## config.mk

```make
export PLATFORM = sky130hd
export DESIGN_NAME = pipelined_adder_n
export DESIGN_NICKNAME = d
export VERILOG_FILES = /design/src/rtl/adder_pkg.sv /design/src/rtl/adder_slice.sv /design/src/rtl/pipelined_adder_n.sv
export SDC_FILE = /design/constraint.sdc
export NUM_CORES = 1
export LEC_CHECK = 0
export CAP_MARGIN = 15
export CORE_MARGIN = 10
export CORE_UTILIZATION = 45
export CTS_CLUSTER_DIAMETER = 40
export DETAILED_ROUTE_END_ITERATION = 8
export HOLD_SLACK_MARGIN = 0.03
export PLACE_DENSITY = 0.76
export SLEW_MARGIN = 10
export SYNTH_ARGS = -nofsm -noshare
export SYNTH_HDL_FRONTEND = slang
export SYNTH_SLANG_ARGS = --single-unit
export TNS_END_PERCENT = 100
```

## constraint.sdc

```tcl
create_clock -name clk -period 2.86 [get_ports clk]
set_input_delay 0.286 -clock clk [delete_from_list [all_inputs] [get_ports clk]]
set_output_delay 0.286 -clock clk [all_outputs]
set_load 0.005 [all_outputs]
```

## src/rtl/adder_pkg.sv

```systemverilog
// adder_pkg: shared mode constants and stage-count helper for the pipelined adder
package adder_pkg;

  localparam logic MODE_ADD = 1'b0;
  localparam logic MODE_SUB = 1'b1;

  // Falls back to one stage on an illegal split so the arrays still elaborate;
  // the top reports the bad configuration itself.
  function automatic int stages(input int width, input int slice);
    return (slice < 1 || width < slice) ? 1 : width / slice;
  endfunction

endpackage

```

## src/rtl/adder_slice.sv

```systemverilog
// adder_slice: SLICE-bit combinational ripple add
//   a, b  : slice operands
//   cin   : carry into the slice LSB
//   sum   : slice sum
//   cout  : carry out of the slice MSB
//   cmsb  : carry into the slice MSB (signed overflow = cmsb ^ cout on the top slice)
module adder_slice #(
  parameter int SLICE = 8
) (
  input  logic [SLICE-1:0] a,
  input  logic [SLICE-1:0] b,
  input  logic             cin,
  output logic [SLICE-1:0] sum,
  output logic             cout,
  output logic             cmsb
);

  assign {cout, sum} = {1'b0, a} + {1'b0, b} + {{SLICE{1'b0}}, cin};
  // The MSB sum bit is a ^ b ^ carry-in, so the carry-in can be recovered from it.
  assign cmsb = a[SLICE-1] ^ b[SLICE-1] ^ sum[SLICE-1];

endmodule

```

## src/rtl/pipelined_adder_n.sv

```systemverilog
// pipelined_adder_n: WIDTH-bit adder/subtractor split into SLICE-bit pipeline stages
//   clk, rst_n              : clock, asynchronous active-low reset
//   in_valid, in_ready      : operand handshake (a, b, c_i, sub)
//   out_valid, out_ready    : result handshake (s, c_o, ovf)
//   sub = 0 : s = a + b + c_i      sub = 1 : s = a - b - c_i (c_o = 1 means no borrow)
module pipelined_adder_n
  import adder_pkg::*;
#(
  parameter int WIDTH = 32,
  parameter int SLICE = 8
) (
  input  logic             clk,
  input  logic             rst_n,
  input  logic             in_valid,
  output logic             in_ready,
  input  logic [WIDTH-1:0] a,
  input  logic [WIDTH-1:0] b,
  input  logic             c_i,
  input  logic             sub,
  output logic             out_valid,
  input  logic             out_ready,
  output logic [WIDTH-1:0] s,
  output logic             c_o,
  output logic             ovf
);

  localparam int STAGES = stages(WIDTH, SLICE);

  if (SLICE < 1 || (WIDTH % ((SLICE < 1) ? 1 : SLICE)) != 0) begin : g_bad_cfg
    $error("pipelined_adder_n: WIDTH must be a positive multiple of SLICE");
  end

  logic              advance;
  logic [STAGES-1:0] valid_in, valid_d, valid_q;
  logic [STAGES-1:0] cin_in, carry_d, carry_q;
  logic [STAGES-1:0] slice_cout, slice_cmsb;
  logic              ovf_d, ovf_q;
  logic [WIDTH-1:0]  a_in[STAGES], a_d[STAGES], a_q[STAGES];
  logic [WIDTH-1:0]  b_in[STAGES], b_d[STAGES], b_q[STAGES];
  logic [WIDTH-1:0]  sum_in[STAGES], sum_d[STAGES], sum_q[STAGES];
  logic [SLICE-1:0]  slice_sum[STAGES];

  assign advance   = !valid_q[STAGES-1] | out_ready;
  assign in_ready  = advance;
  assign out_valid = valid_q[STAGES-1];
  assign s         = sum_q[STAGES-1];
  assign c_o       = carry_q[STAGES-1];
  assign ovf       = ovf_q;

  // Each stage sees full-width operand/sum words: stage k consumes slice k of the
  // operands, writes slice k of the sum and passes the rest along, which gives
  // both the operand skew and the result deskew.
  for (genvar k = 0; k < STAGES; k++) begin : g_stage
    if (k == 0) begin : g_first
      // Subtraction is A + ~B + ~c_i, so B and the carry-in are inverted once here.
      assign a_in[k]     = a;
      assign b_in[k]     = (sub == MODE_SUB) ? ~b : b;
      assign cin_in[k]   = (sub == MODE_SUB) ? ~c_i : c_i;
      assign sum_in[k]   = '0;
      assign valid_in[k] = in_valid;
    end else begin : g_next
      assign a_in[k]     = a_q[k-1];
      assign b_in[k]     = b_q[k-1];
      assign cin_in[k]   = carry_q[k-1];
      assign sum_in[k]   = sum_q[k-1];
      assign valid_in[k] = valid_q[k-1];
    end
    adder_slice #(.SLICE(SLICE)) u_slice (
      .a    (a_in[k][k*SLICE +: SLICE]),
      .b    (b_in[k][k*SLICE +: SLICE]),
      .cin  (cin_in[k]),
      .sum  (slice_sum[k]),
      .cout (slice_cout[k]),
      .cmsb (slice_cmsb[k])
    );
  end

  always_comb begin
    valid_d = advance ? valid_in : valid_q;
    carry_d = advance ? slice_cout : carry_q;
    ovf_d   = advance ? slice_cout[STAGES-1] ^ slice_cmsb[STAGES-1] : ovf_q;
    for (int k = 0; k < STAGES; k++) begin
      a_d[k]   = advance ? a_in[k] : a_q[k];
      b_d[k]   = advance ? b_in[k] : b_q[k];
      sum_d[k] = advance ? sum_in[k] : sum_q[k];
      if (advance) sum_d[k][k*SLICE +: SLICE] = slice_sum[k];
    end
  end

  always_ff @(posedge clk or negedge rst_n) begin
    if (!rst_n) begin
      valid_q <= '0;
      carry_q <= '0;
      ovf_q   <= 1'b0;
      a_q     <= '{default: '0};
      b_q     <= '{default: '0};
      sum_q   <= '{default: '0};
    end else begin
      valid_q <= valid_d;
      carry_q <= carry_d;
      ovf_q   <= ovf_d;
      a_q     <= a_d;
      b_q     <= b_d;
      sum_q   <= sum_d;
    end
  end

endmodule
```

==> flow_metrics.env <==
export IMPL_rows=50
export IMPL_ant_nets=0
export IMPL_grt_pass1_vias=6216
export IMPL_cts_max_level=4
export IMPL_gp_congestion=0.8163
export IMPL_yosys_register_bits=185
export IMPL_worstSkewPairLatency_ns=0.43
export IMPL_drt_met1_wl_mm=8.323
export IMPL_worstPathMaxFanout=4
export IMPL_dr_total_vias=6209
export IMPL_synth_top_cell_by_area="sky130_fd_sc_hd__dfrtp_1"
export IMPL_worst_endpoint_required_ns=3.16
export IMPL_leakage_power_uw=0.005025
export IMPL_drt_iter0_markers=276
export IMPL_avg_vias_per_cell=4.904
export IMPL_max_cap_viol_count=0
export IMPL_effective_utilization_at_floorplan=0.4588
export IMPL_grt_start_max_net_pins=100
export IMPL_clockRootBuffer="sky130_fd_sc_hd__clkbuf_16"
export IMPL_crit_path_end_kind="flip-flop"
export IMPL_dp_hpwl_mm=12.30
export IMPL_crit_arrival_ns=2.72
export IMPL_vdd_ir_drop_worst_v=0.0004949
export IMPL_min_period_over_period=0.8441
export IMPL_mostFrequentLayoutCell="sky130_fd_sc_hd__nand2_1"
export IMPL_p_per_area_nw_per_um2=1080
export IMPL_design_core_area_um2=18710
export IMPL_layout_common_cells="sky130_fd_sc_hd__nand2_1, sky130_fd_sc_hd__dfrtp_1, sky130_fd_sc_hd__clkdlybuf4s50_1, sky130_fd_sc_hd__o21ai_0, sky130_fd_sc_hd__xnor2_1"
export IMPL_die_width_um=158.1
export IMPL_height_of_the_die_um=158.1
export IMPL_grt_first_pass_wirelength_mm=29.69
export IMPL_final_nets=1125
export IMPL_detail_route_drc_violations=0
export IMPL_wl_met2_mm=8.249
export IMPL_cts_clock_pin_slew_for_the_worst_setup_and_hold_paths_ns=0.07
export IMPL_number_of_flops_mapped_to_enable_cells_by_yosys=0
export IMPL_rsz0062_at_grt="false"
export IMPL_yosys_most_used_dff="sky130_fd_sc_hd__dfrtp_1"
export IMPL_average_cell_area_after_synthesis_um2=9.024
export IMPL_clock_tree_from_tritoncts="yes"
export IMPL_dr_max_layer_used="met4"
export IMPL_postPlaceCellArea_um2=9678
export IMPL_maxSlewViolCount=0
export IMPL_final_instance_count_excl_fill=1266
export IMPL_synth_warning_count=0
export IMPL_achievable_frequency_mhz=414.2
export IMPL_dp_cell_count=1233
export IMPL_layout_cell_area_non_filler_um2=10320
export IMPL_synth_area_um2=8582
export IMPL_routedWlPerCell_um=13.85
export IMPL_ys_async_sr_fraction=1.000
export IMPL_placement_io_buffers=105
export IMPL_areaGrowthSynthToFinish_pct=20.24
export IMPL_drt_pass1_iterations=5
export IMPL_cts_buffers=17
export IMPL_post_synth_main_area_contributors="sky130_fd_sc_hd__dfrtp_1, sky130_fd_sc_hd__nand2_1, sky130_fd_sc_hd__ha_1"
export IMPL_grtUsageTotal=0.1468
export IMPL_num_io_pins=106
export IMPL_fin_setup_tns_ns=0
export IMPL_max_slew_margin_rel=0.5095
export IMPL_critical_path_startpoint_type="primary input"
export IMPL_dr_wl_met3_um=721
export IMPL_die_area_um2=25000
export IMPL_yosys_area_top_type_share=0.5394
export IMPL_number_of_hold_slack_violations_in_the_final_timing_report=0
export IMPL_period_needed_ns=2.414
export IMPL_drt_wl_total_mm=17.53
export IMPL_yosys_cell_types_count=47
export IMPL_clockBufferDepth=2
export IMPL_synthCells=951
export IMPL_result_of_the_run="finished clean"
export IMPL_syn_num_nets=1057
export IMPL_hold_class="primary input to flip-flop"
export IMPL_insertedDiodeCount=0
export IMPL_critical_path_class="primary input to flip-flop"
export IMPL_globalRouteOverflowTotal=0
export IMPL_ys_seq_area_frac=0.5394
export IMPL_drive_above_1_share=0.04942
export IMPL_post_cts_resized=0
export IMPL_tritoncts_num_sinks=185
export IMPL_clock_skew_final_ns=0.01023
export IMPL_finalSetupViolations=0
export IMPL_antenna_found_initial=0
export IMPL_tightest_slew_ns=0.7358
## report_power, final
part | internal (uW) | switching (uW) | total (uW)
sequential | 3800 | 641 | 4440
combinational | 1940 | 2280 | 4220
clock | 1510 | 976 | 2490
## Yosys cell counts (6+ instances only)
master	count
sky130_fd_sc_hd__ha_1	28
sky130_fd_sc_hd__a21o_1	8
sky130_fd_sc_hd__dfrtp_1	185
sky130_fd_sc_hd__nor2_1	22
sky130_fd_sc_hd__nand2_1	432
sky130_fd_sc_hd__buf_2	22
sky130_fd_sc_hd__o211ai_1	6
sky130_fd_sc_hd__xor2_1	17
sky130_fd_sc_hd__a21oi_1	35
sky130_fd_sc_hd__clkbuf_1	20
sky130_fd_sc_hd__buf_4	24
sky130_fd_sc_hd__fa_1	8
sky130_fd_sc_hd__inv_1	14
sky130_fd_sc_hd__buf_1	6
sky130_fd_sc_hd__o21ai_0	40
sky130_fd_sc_hd__xnor2_1	36
## cell families (layout without fill, tap and decap cells)
group,after synthesis,count (layout),share of synthesized area
compound gates,108,108,0.07348
xor+xnor,53,53,0.05409
fa+ha+maj,36,36,0.05948
buf+inv,88,169,0.05336
flops,185,185,0.5394
simple gates,481,481,0.2201
## timing repair
action	4_1_cts	5_1_grt
endpoints found under the hold margin	89	0
hold buffers	1	0
buffers inserted	0	0
## critical path, cell delays in order
cell                              delay [ns]
sky130_fd_sc_hd__clkdlybuf4s50_1        0.48
sky130_fd_sc_hd__xor2_1                 0.19
sky130_fd_sc_hd__fa_1                   0.22
sky130_fd_sc_hd__inv_1                  0.06
sky130_fd_sc_hd__fa_1                   0.40
sky130_fd_sc_hd__nor2b_1                0.13
sky130_fd_sc_hd__o21ai_0                0.12
sky130_fd_sc_hd__a21oi_1                0.38
sky130_fd_sc_hd__nor3_1                 0.09
sky130_fd_sc_hd__or3b_1                 0.35
## per-stage QoR
step	hold slack (ns)	setup WS, ns	power (uW)	util
2_1_floorplan	-0.009591	0.3503	7451	-
3_3_place_gp	0.4154	0.1692	8546	0.5174
3_5_place_dp	0.4206	0.02345	8742	0.5174
4_1_cts	0.3600	0.4748	11280	0.5516
5_1_grt	0.3746	0.2614	12110	0.5516
6_report	0.3801	0.4458	11150	0.5516
## area by class of cell
type	count	area [um^2]
fillers	1670	8387
flip-flops and latches	185	4629
multi-input cells	678	3500
repair buffers	122	1205
clock buffers	22	464.2
well taps	234	292.8
clock inverters	10	166.4
inverters	15	61.31
## layer usage
metal,global-route usage,up-vias
met3,0.03419,18
met2,0.2310,114
li1,-,3148
met1,0.1928,2929
met4,0.05514,0
met5,0,-
## flip-flops by register name (all words and copies together) (netlist names)
name     cells
valid_q      4
ovf          1
carry_q      4
a_in        48
s           32
sum_in      48
b_in        48
## worst paths after layout
path,slack [ns],cells after the start,from,end
max,0.45,10,b[0],sum_in[70]
min reg2reg,0.46,1,valid_q[2],valid_q[3]
max reg2reg,0.52,7,a_in[72],carry_q[1]
min in group asynchronous,0.50,2,rst_n,a_in[91]
max in group asynchronous,1.56,3,rst_n,sum_in[47]
min,0.38,3,a[14],a_in[78]
Power figures use the tool's default switching activity.
